==> src/rtl/node_sched_pkg.sv <==
// Shared types, widths and result formatting for the dense-layer MAC scheduler.
// Build option: NODE_SCHED_SAT_EN selects saturating truncation of the result.
package node_sched_pkg;

    typedef enum logic [1:0] {
        IDLE  = 2'd0,
        MAC   = 2'd1,
        DRAIN = 2'd2,
        FIN   = 2'd3
    } state_t;

    localparam int DATA_W = 32;
    localparam int RES_W  = 16;

    // ReLU followed by a Q-format window of RES_W bits starting at bit 'frac'.
    function automatic logic [RES_W-1:0] relu_trunc(input logic [DATA_W-1:0] acc,
                                                    input int               frac);
        logic [DATA_W-1:0] shifted;
        shifted = acc >> frac;
        if (acc[DATA_W-1]) begin
            return '0;
        end
`ifdef NODE_SCHED_SAT_EN
        // Any magnitude bit above the result window means the value does not fit.
        if ((acc[DATA_W-2:0] >> (frac + RES_W)) != '0) begin
            return '1;
        end
`endif
        return shifted[RES_W-1:0];
    endfunction

endpackage

==> src/rtl/node_mac_unit.sv <==
// Registered 32-bit multiply-accumulate with clear, product-enable and bias-add.
// acc_sum is the value the accumulator takes on the next enabled edge, so the
// scheduler can format the final result in the same cycle the bias lands.
module node_mac_unit
    import node_sched_pkg::*;
(
    input  logic              clk,
    input  logic              reset,
    input  logic              clear,
    input  logic              acc_en,
    input  logic              bias_en,
    input  logic [DATA_W-1:0] act,
    input  logic [DATA_W-1:0] weight,
    input  logic [DATA_W-1:0] bias,
    output logic [DATA_W-1:0] acc_sum
);

    logic [DATA_W-1:0] acc;
    logic [DATA_W-1:0] product;

    // Low word of a two's-complement product is independent of signedness.
    assign product = act * weight;

    // Next accumulator value; wraps modulo 2^32.
    always_comb begin
        acc_sum = acc;
        if (acc_en) begin
            acc_sum = acc_sum + product;
        end
        if (bias_en) begin
            acc_sum = acc_sum + bias;
        end
    end

    // Accumulator register; clear wins over accumulate.
    always_ff @(posedge clk or negedge reset) begin
        if (!reset) begin
            acc <= '0;
        end else if (clear) begin
            acc <= '0;
        end else if (acc_en || bias_en) begin
            acc <= acc_sum;
        end
    end

endmodule

==> src/rtl/node_mac_scheduler.sv <==
// Time-multiplexes one MAC datapath over all N_OUT neurons of a dense layer.
// Build option: NODE_SCHED_SAT_EN (see node_sched_pkg::relu_trunc).
//
// state | meaning
// ------+-------------------------------------------------------------------
// IDLE  | waiting for start; busy low
// MAC   | issuing act/weight address k = 0..N_IN-1 for neuron j
// DRAIN | last product on the data bus; accumulate it plus bias, format result
// FIN   | out_valid held with stable index/data until out_ready
module node_mac_scheduler
    import node_sched_pkg::*;
#(
    parameter int N_IN  = 15,
    parameter int N_OUT = 16,
    parameter int FRAC  = 13,
    parameter int AW    = 4,
    parameter int WW    = 8,
    parameter int OW    = 4
) (
    input  logic              clk,
    input  logic              reset,
    input  logic              start,
    output logic              busy,
    output logic              done,
    output logic [AW-1:0]     act_addr,
    input  logic [DATA_W-1:0] act_data,
    output logic [WW-1:0]     w_addr,
    input  logic [DATA_W-1:0] w_data,
    output logic [OW-1:0]     b_addr,
    input  logic [DATA_W-1:0] b_data,
    output logic              out_valid,
    input  logic              out_ready,
    output logic [OW-1:0]     out_idx,
    output logic [DATA_W-1:0] out_data
);

    state_t            state;
    logic              accept;
    logic              handshake;
    logic              last_neuron;
    logic              acc_clear;
    logic              acc_en;
    logic              bias_en;
    logic [DATA_W-1:0] acc_sum;

    // A start coinciding with the done pulse is dropped so a pass cannot be
    // relaunched by a start that was really aimed at the previous one.
    assign accept      = (state == IDLE) && start && !done;
    assign handshake   = (state == FIN) && out_ready;
    assign last_neuron = (b_addr == OW'(N_OUT - 1));
    assign acc_clear   = accept || (handshake && !last_neuron);

    // Read data trails its address by one cycle: while act_addr = k the bus
    // carries k-1, and DRAIN carries the final pair.
    assign acc_en  = ((state == MAC) && (act_addr != '0)) || (state == DRAIN);
    assign bias_en = (state == DRAIN);

    node_mac_unit u_mac (
        .clk     (clk),
        .reset   (reset),
        .clear   (acc_clear),
        .acc_en  (acc_en),
        .bias_en (bias_en),
        .act     (act_data),
        .weight  (w_data),
        .bias    (b_data),
        .acc_sum (acc_sum)
    );

    // Sequencer: state, address counters and all registered outputs.
    always_ff @(posedge clk or negedge reset) begin
        if (!reset) begin
            state     <= IDLE;
            busy      <= 1'b0;
            done      <= 1'b0;
            out_valid <= 1'b0;
            act_addr  <= '0;
            w_addr    <= '0;
            b_addr    <= '0;
            out_idx   <= '0;
            out_data  <= '0;
        end else begin
            done <= 1'b0;
            case (state)
                IDLE: begin
                    if (accept) begin
                        state    <= MAC;
                        busy     <= 1'b1;
                        act_addr <= '0;
                        w_addr   <= '0;
                        b_addr   <= '0;
                    end
                end
                MAC: begin
                    if (act_addr == AW'(N_IN - 1)) begin
                        state <= DRAIN;
                    end else begin
                        act_addr <= act_addr + AW'(1);
                        w_addr   <= w_addr + WW'(1);
                    end
                end
                DRAIN: begin
                    state     <= FIN;
                    out_valid <= 1'b1;
                    out_idx   <= b_addr;
                    out_data  <= {{(DATA_W - RES_W){1'b0}}, relu_trunc(acc_sum, FRAC)};
                end
                FIN: begin
                    if (handshake) begin
                        out_valid <= 1'b0;
                        if (last_neuron) begin
                            state <= IDLE;
                            busy  <= 1'b0;
                            done  <= 1'b1;
                        end else begin
                            // Weight rows are contiguous, so the next row starts one past this one.
                            state    <= MAC;
                            act_addr <= '0;
                            w_addr   <= w_addr + WW'(1);
                            b_addr   <= b_addr + OW'(1);
                        end
                    end
                end
                default: state <= IDLE;
            endcase
        end
    end

endmodule

==> config.mk <==
export PLATFORM = sky130hd
export DESIGN_NAME = node_mac_scheduler
export DESIGN_NICKNAME = d
export VERILOG_FILES = /design/src/rtl/node_sched_pkg.sv /design/src/rtl/node_mac_unit.sv /design/src/rtl/node_mac_scheduler.sv
export SDC_FILE = /design/constraint.sdc
export NUM_CORES = 2
export LEC_CHECK = 0
export CAP_MARGIN = 15
export CORE_MARGIN = 4
export CORE_UTILIZATION = 55
export CTS_BUF_LIST = sky130_fd_sc_hd__clkbuf_4
export DETAILED_ROUTE_END_ITERATION = 7
export PLACE_DENSITY = 0.77
export SLEW_MARGIN = 20
export SYNTH_ARGS = -nofsm -noshare
export SYNTH_HDL_FRONTEND = slang
export SYNTH_SLANG_ARGS = --single-unit
==> constraint.sdc <==
create_clock -name clk -period 14.7 [get_ports clk]
set_input_delay 2.94 -clock clk [delete_from_list [all_inputs] [get_ports clk]]
set_output_delay 2.94 -clock clk [all_outputs]
set_load 0.03 [all_outputs]
# --- Word level (Yosys, flattened, before mapping) ---
# Index checks and enable logic that the tools add are counted.
word_totals:
  output_inout_bits: 55
  reg_bits: 73
classes:
  n_eq_ne: 11
  add_sub_neg: 5
  reduce_logical: 21
  multipliers: 1
  muxes: 35
op_table:
  columns: ["operator", "n"]
  rows:
  - ["32-bit two-way mux", 4]
  - ["32-bit adder", 2]
  - ["32-bit by 32-bit multiplier with 32-bit output", 1]
  - ["16-bit two-way mux", 2]
  - ["8-bit two-way mux", 4]
  - ["4-bit two-way mux", 6]
  - ["8-bit one-hot mux with 3 select lines", 1]
  - ["4-bit one-hot mux with 3 select lines", 1]
  - ["1-bit two-way mux", 10]
  - ["2-bit inequality test, second input constant", 5]
  - ["4-bit by 1-bit adder with 4-bit output, second input constant", 2]
  - ["8-bit by 1-bit adder with 8-bit output, second input constant", 1]
  - ["4-bit == test, second input constant", 2]
  - ["2-bit one-hot mux with 4 select lines", 1]
  - ["4-bit one-hot mux with 2 select lines", 1]
  - ["4-bit AND reduction", 2]
  - ["2-bit two-way mux", 3]
  - ["2-bit nonzero test", 3]
  - ["1-bit logical AND", 5]
  - ["5-bit AND reduction", 1]
  - ["2-bit == test, second input constant", 2]
  - ["1-bit one-hot mux with 2 select lines", 2]
  - ["4-bit nonzero test", 1]
  - ["1-bit logical OR", 3]
  - ["other kinds (7)", 8]

# --- Depth between registers and ports, before layout ---
logic_depth:
  depth_word: 9
  depth_mapped: 40
  depth_no_buf: 37

# --- Modules after synthesis ---
# From an unflattened synthesis, not the netlist that was laid out.
unflattened:
  cells_unflattened: 2509
  area_unflattened_um2: 22330.2
by_module_without_submodules:
  columns: ["module", "seq_area_each_um2", "area_each_um2", "cells_per_inst", "n_inst"]
  rows:
  - ["node_mac_unit", 800.8, 20014.2, 2270, 1]
  - ["node_mac_scheduler", 1026.0, 2316.0, 239, 1]

# --- Worst setup path before layout ---
# Ideal clock, no wire load.
synth_timing:
  path_type: "input -> register"
  startpoint: "input act_data[12]"
  endpoint: "register out_data[6]"
  path_buffers: 3
  arrival_time_ns: 11.377
  t_required_ns: 14.565
  setup_time_ns: 0.135
  path_stages: 38
  setup_slack_ns: 3.189
  cell_sequence: "clkbuf_1 -> clkbuf_1 -> and2_1 -> fa_1 -> fa_1 -> fa_1 -> inv_1 -> fa_1 -> inv_1 -> fa_1 -> inv_1 -> fa_1 -> inv_1 -> fa_1 -> inv_1 -> fa_1 -> inv_1 -> ha_1 -> (+2 left out) -> a21oi_1 -> inv_1 -> o21a_1 -> o211ai_1 -> nand3b_1 -> a21oi_1 -> xnor2_1 -> mux2_2 -> ha_1 -> a21o_1 -> a21o_1 -> a21oi_1 -> o21ai_0 -> a41oi_1 -> mux2i_1 -> xor2_2 -> buf_6 -> o31ai_1"
synth_via:
  elab_chain_len: 8
synth_rtl:
  columns: ["element", "line", "source"]
  rows:
  - ["start, declared", "node_mac_scheduler.sv:26", "input logic [DATA_W-1:0] act_data,"]
  - ["32-bit by 32-bit multiplier with 32-bit output (*)", "node_mac_unit.sv:22", "assign product = act * weight;"]
  - ["32-bit adder (*)", "node_mac_unit.sv:28", "acc_sum = acc_sum + product;"]
  - ["32-bit two-way mux (*)", "node_mac_unit.sv:27", "if (acc_en) begin"]
  - ["32-bit adder", "node_mac_unit.sv:31", "acc_sum = acc_sum + bias;"]
  - ["32-bit two-way mux (*)", "node_mac_unit.sv:30", "if (bias_en) begin"]
  - ["1-bit two-way mux", "node_sched_pkg.sv:20", "if (acc[DATA_W-1]) begin"]
  - ["1-bit two-way mux", "node_mac_scheduler.sv:84", "case (state)"]
  - ["16-bit two-way mux (*)", "node_sched_pkg.sv:29", "return shifted[RES_W-1:0];"]
  - ["end signal, assigned", "node_mac_scheduler.sv:106", "out_data <= {{(DATA_W - RES_W){1'b0}}, relu_trunc(acc_sum, FRAC)};"]
  - ["end, declared", "node_mac_scheduler.sv:34", "output logic [DATA_W-1:0] out_data"]
# Mark *: on every way between the ends. The rest lies on a longest branch, timed or not. The select of a mux whose other input is x is not followed.
# A chain may end at the register's enable or synchronous reset.

# --- Worst setup path after layout ---
layout_timing:
  startpoint: "input w_data[3]"
  endpoint: "register out_data[0]"
layout_via:
  elab_chain_len: 8
layout_rtl:
  columns: ["element", "line", "source"]
  rows:
  - ["start, declared", "node_mac_scheduler.sv:28", "input logic [DATA_W-1:0] w_data,"]
  - ["32-bit by 32-bit multiplier with 32-bit output (*)", "node_mac_unit.sv:22", null]
  - ["32-bit adder (*)", "node_mac_unit.sv:28", null]
  - ["32-bit two-way mux (*)", "node_mac_unit.sv:27", null]
  - ["32-bit adder", "node_mac_unit.sv:31", null]
  - ["32-bit two-way mux (*)", "node_mac_unit.sv:30", null]
  - ["1-bit two-way mux", "node_sched_pkg.sv:20", null]
  - ["1-bit two-way mux", "node_mac_scheduler.sv:84", null]
  - ["16-bit two-way mux (*)", "node_sched_pkg.sv:29", null]
# Marked as above.

==> results by group <==
Setup path
  – CP max stage delay: 0.99 ns
  – Worst-path fanout max: 29
  – Critical path type: in -> reg
  – Startpoint types: primary input
  – CP endpoint kind: flip-flop
  – Most used cell, CP: inv_1
  – Slowest stage cell on the critical path: clkdlybuf4s50_1
  – Critical Path AT: between 10 and 15 ns
  – R2R Setup Slk: between 5 and 6 ns
  – Critical Path RT: approximately 15 ns

Synth
  – Sequential fraction of the synthesis area: about 8%
  – Main synth FF type: dfrtp_1
  – Avg Cell Area, Syn: roughly 8.7 µm²
  – Count leader, synth: inv_1
  – Gate Count Post-Synth: 2,536
  – Post-synth EDFFs: 0
  – Yosys top cell area share: between 30% and 40%
  – Cell area after synthesis: around 0.022 mm²
  – Top cells by count, synth: inv_1 (502), fa_1 (439), nand2_1 (373), and2_1 (283), ha_1 (166)
  – Synth Register Bits: 73
  – FFs w/ async S/R, synth: 100%
  – Top cells by area, synth: fa_1 (40%), ha_1 (9.4%), inv_1 (8.5%)
  – Area leader, netlist: fa_1
  – Post-synthesis cell type count: 70
  – Synth warnings: 0

Floorplanning
  – Initial Util: 55.8%
  – Die ar.: between 0.04 and 0.05 mm²
  – DIE HEIGHT: between 200 and 250 µm
  – Die X: approximately 210 µm
  – Area of the core: roughly 0.040 mm²
  – Ports: roughly 160
  – Row count: 73

Timing
  – RSZ-0062 raised after global routing: false
  – Final period util: a little under 90%
  – Final Max Slew Viols: 0
  – Final setup violation count: 0
  – Final hold violation count: 0
  – Max-slew headroom: 26.6%
  – Sum Neg Setup Slack: 0 ns
  – Clk_skew: just over 0.04 ns
  – Crit path time final: roughly 13 ns
  – Worst Tran Pin Value: between 1 and 1.5 ns
  – FMAX: roughly 0.078 GHz

Route
  – DR WL/cell: between 15 and 20 µm
  – DR iter-0 viols: 1,170
  – Drt total wl: approximately 60,000 µm
  – Number of vias per cell: approximately 5.5
  – DR top layer: met5
  – Post-DRT Antenna Nets: 0
  – Drc violations: 0
  – Routed wl met2: 27,800 µm
  – Met3 Routed Length: between 5000 and 6000 µm
  – Vias: 17.3k
  – Post-Route M1 WL: about 25,000 µm
  – First-pass iteration count of the detailed router: 5

Clock network
  – Num CTS Buffers: 9
  – Post-CTS setup buffers: 0
  – CTS sink count: 73
  – Root buffer cell: clkbuf_4
  – CTS tree: built
  – Clock slew at reported path FFs: ~0.13 ns
  – Longest Clk Path Bufs: 2
  – H-tree depth: 3
  – Hold-fix buffers, CTS: 0
  – Clock latency at the later pin of the worst-skew pair: ~0.48 ns
  – Post-CTS resize count: 0

Flow run
  – Max-cap violations: 0

Final layout
  – Final Non-Filler Cells: roughly 3.1k
  – Area Growth Syn to Fin: 8.39%
  – Fillcell total: ~3.4k
  – Final nets: between 3k and 4k
  – Layout cells sized above 1: 2.85%

Global route
  – First-pass GRT wire length: 98,200 µm
  – Vias in the first global route: approximately 19k
  – Antenna violations before repair: 2
  – GRT Util Overall: around 28%
  – Largest net degree at the start of global routing: between 70 and 80
  – GRT Residual Overflow: 0

Worst hold path
  – HP Class: reg -> reg

Place
  – Dpl cells: approximately 3.1k
  – Dpl hpwl: 49,600 µm
  – Gp weighted congestion: 0.941
  – IO Port Bufs: 138

Outcome
  – Status: finished, final reports clean
-- registers in the layout (all words and copies together), names as in the netlist --
| register | count |
|---|---|
| state | 2 |
| out_data | 16 |
| busy | 1 |
| act_addr | 4 |
| out_idx | 4 |
| out_valid | 1 |
| u_mac.acc | 32 |
| b_addr | 4 |
| done | 1 |
| w_addr | 8 |
-- layer usage --
layer | vias to the layer above | global-route usage (%)
li1 | 7773 | -
met1 | 8711 | 40.1
met2 | 739 | 44.9
met3 | 80 | 6.35
met4 | 2 | 3.96
met5 | - | 0
-- cell usage in the layout, fill, tap and decap left out, drive strengths merged, types with 7 or more instances in the layout --
cell type	count
a211oi	28
a21o	33
a21oi	65
and2	283
and3	20
buf	26
clkbuf	9
clkdlybuf4s50	135
conb	16
dfrtp	73
fa	439
ha	166
inv	508
mux2	7
nand2	373
nand2b	22
nand3	11
nor2	73
nor2b	7
nor3	11
o21a	12
o21ai	67
o31ai	21
xnor2	71
xor2	38
-- logic make-up after synthesis --
family / count (synthesis) / share of synthesized area [%]
xor gates and xnor gates: 109 / 4.38
AOI/OAI and AO/OA: 289 / 8.76
other: 1 / 0.0169
adders and majority gates: 605 / 49.0
muxes: 13 / 0.627
DFF: 73 / 8.25
buffers and inverters: 633 / 11.0
and+or+nand+nor: 813 / 17.9
-- worst max-delay path: cells and delay by family --
family | cells | cell delay (ns)
xor+xnor | 2 | 0.68
mux | 2 | 0.71
buf+inv | 10 | 1.51
fa+ha+maj | 10 | 4.55
compound gates | 12 | 2.21
simple gates | 2 | 0.58
-- final timing paths --
| kind | from | to | cells after the start |
|---|---|---|---|
| worst max-delay path | w_data[3] | out_data[0]$_DFFE_PN0P_ | 38 |
| worst min-delay path | out_data[10]$_DFFE_PN0P_ | out_data[10]$_DFFE_PN0P_ | 2 |
| worst max register to register | u_mac.acc[18]$_DFFE_PN0P_ | out_data[0]$_DFFE_PN0P_ | 36 |
| worst min register to register | out_data[10]$_DFFE_PN0P_ | out_data[10]$_DFFE_PN0P_ | 2 |
| max in group asynchronous | reset | u_mac.acc[23]$_DFFE_PN0P_ | 1 |
| min in group asynchronous | reset | u_mac.acc[6]$_DFFE_PN0P_ | 1 |
-- per-stage QoR --
stage | instance area, µm² | worst slack (ns) | hold WS (ns) | util (%)
after floorplan | 22200 | 3.19 | 0.524 | -
after global placement | 23900 | 1.60 | 0.471 | 60.1
after detailed placement | 23900 | 1.39 | 0.476 | 60.1
after CTS | 24000 | 1.85 | 0.513 | 60.4
after global routing | 24000 | 1.32 | 0.540 | 60.4
final | 24000 | 1.81 | 0.514 | 60.4
-- layout make-up --
class,instances,area [µm²],area share (%)
diodes,1,2.50,0.0104
well taps,525,657,2.74
inverters,503,1890,7.86
clock buffers,9,67.6,0.281
repair buffers,161,1540,6.42
clock inverters,7,83.8,0.349
multi-input cells,1845,17900,74.7
flip-flops and latches,73,1830,7.61
Power is left out: the tool's default activity adds up to more than one toggle a clock period on the data nets, which glitch-free logic cannot reach.
==> variant (same flow settings) <==
Set the parameter `WW` to 7 (it was 8).
--- a/src/rtl/node_mac_scheduler.sv
+++ b/src/rtl/node_mac_scheduler.sv
@@ -16,3 +16,3 @@
     parameter int AW    = 4,
-    parameter int WW    = 8,
+    parameter int WW    = 7,
     parameter int OW    = 4
Interface: changed (resized w_addr); port bits go from 155 to 154. No check against the original RTL was run, so the function may have changed too.
==> variant against the original RTL <==
  * Setup slack better by 0.14 ns
  * Cell area down 0.52%
  * Cell count about the same
  * Routed wire length down 2.1%
  * Core utilization down 0.31 points
  * Area after synthesis down 0.43%
  * Highest routed layer unchanged
  * Die area down 0.41%
  * Sequential cell count down 1
Power is left out: the tool's default activity adds up to more than one toggle a clock period on the data nets, which glitch-free logic cannot reach.
==> variant: results (changes against the original RTL) <==
Final layout
  • Clock network share of area: 0.5762% (was 0.6305%)
  • FF+latch area: 1802 µm² (was 1827 µm²)
  • Antenna diodes: 3 (was 1)
  • Fill cell count: 3,441 (was 3,410)
  • Top Registers: u_mac.acc (32), out_data (16), w_addr (7) (was u_mac.acc (32), out_data (16), w_addr (8))
  • Inverters: 525 (was 503)
  • Area taken by multi-input logic gates: 17,760 µm² (was 17,940 µm²)

Hold path
  • Min-Delay Endpoint: out_idx[3]$_DFFE_PN0P_ (was out_data[10]$_DFFE_PN0P_)
  • Min-delay src: out_idx[3]$_DFFE_PN0P_ (was out_data[10]$_DFFE_PN0P_)

Timing
  • Slew @ Worst Pin: 1.109 ns (was 1.098 ns)
  • Final Skew: 0.01667 ns (was 0.04074 ns)

Synth
  • Adder-Cell Fraction of Synth Area: 49.26% (was 49.05%)
  • Top cells by count, synth: inv_1, fa_1, nand2_1 (unchanged)
  • Seq/Total Area, Yosys: 8.168% (was 8.246%)
  • Compound-gate portion of the synthesized area: 7.981% (was 8.760%)
  • Post-synthesis mux area share: 0.3517% (was 0.6269%)

Detailed routing
  • Routed wl met2: 26,840 µm (was 27,830 µm)
  • First-iteration detailed-routing DRC count: 1,265 (was 1,170)
  • Met3 Wirelength: 5468 µm (was 5830 µm)

Critical path
  • R2r worst-path depth: 33 (was 36)
  • CP Data Arrival Time: 13.13 ns (was 13.20 ns)
  • RR Endpoint: out_data[12]$_DFFE_PN0P_ (was out_data[0]$_DFFE_PN0P_)

Placed design
  • Hpwl dp: 48,860 µm (was 49,610 µm)
  • GP Congestion: 0.9914 (was 0.9411)
  • IO buf count: 137 (was 138)

Clock tree
  • Clock latency on the worst-skew pair: 0.45 ns (was 0.48 ns)

Global route
  • M2 GR Usage: 44.28% (was 44.93%)
  • Gr usage total: 28.00% (was 27.91%)
  • Met1 Usage GRT: 40.52% (was 40.12%)
  • First-pass GRT wire length: 98,870 µm (was 98,230 µm)

Run status
  • Status: completed (unchanged)
[variant: through the flow]
stage | instance area, µm² | hold WS, ns | cells
6_report | 23890 | 0.5282 | 3127
3_3_place_gp | 23740 | 0.4916 | 3108
2_1_floorplan | 22120 | 0.4884 | 2557
4_1_cts | 23880 | 0.5330 | 3124
3_5_place_dp | 23740 | 0.4989 | 3108
5_1_grt | 23890 | 0.5437 | 3127
[variant: worst max path at each step]
stage | cells after the start | endpoint | start | slack (ns)
after floorplan | 36 | out_data[15]$_DFFE_PN0P_ | act_data[12] | 3.18
after global placement | 35 | out_data[13]$_DFFE_PN0P_ | w_data[3] | 1.71
after detailed placement | 35 | out_data[13]$_DFFE_PN0P_ | w_data[3] | 1.56
after CTS | 35 | out_data[13]$_DFFE_PN0P_ | w_data[3] | 2.00
after global routing | 35 | out_data[9]$_DFFE_PN0P_ | w_data[3] | 1.46
final | 35 | out_data[12]$_DFFE_PN0P_ | w_data[3] | 1.95
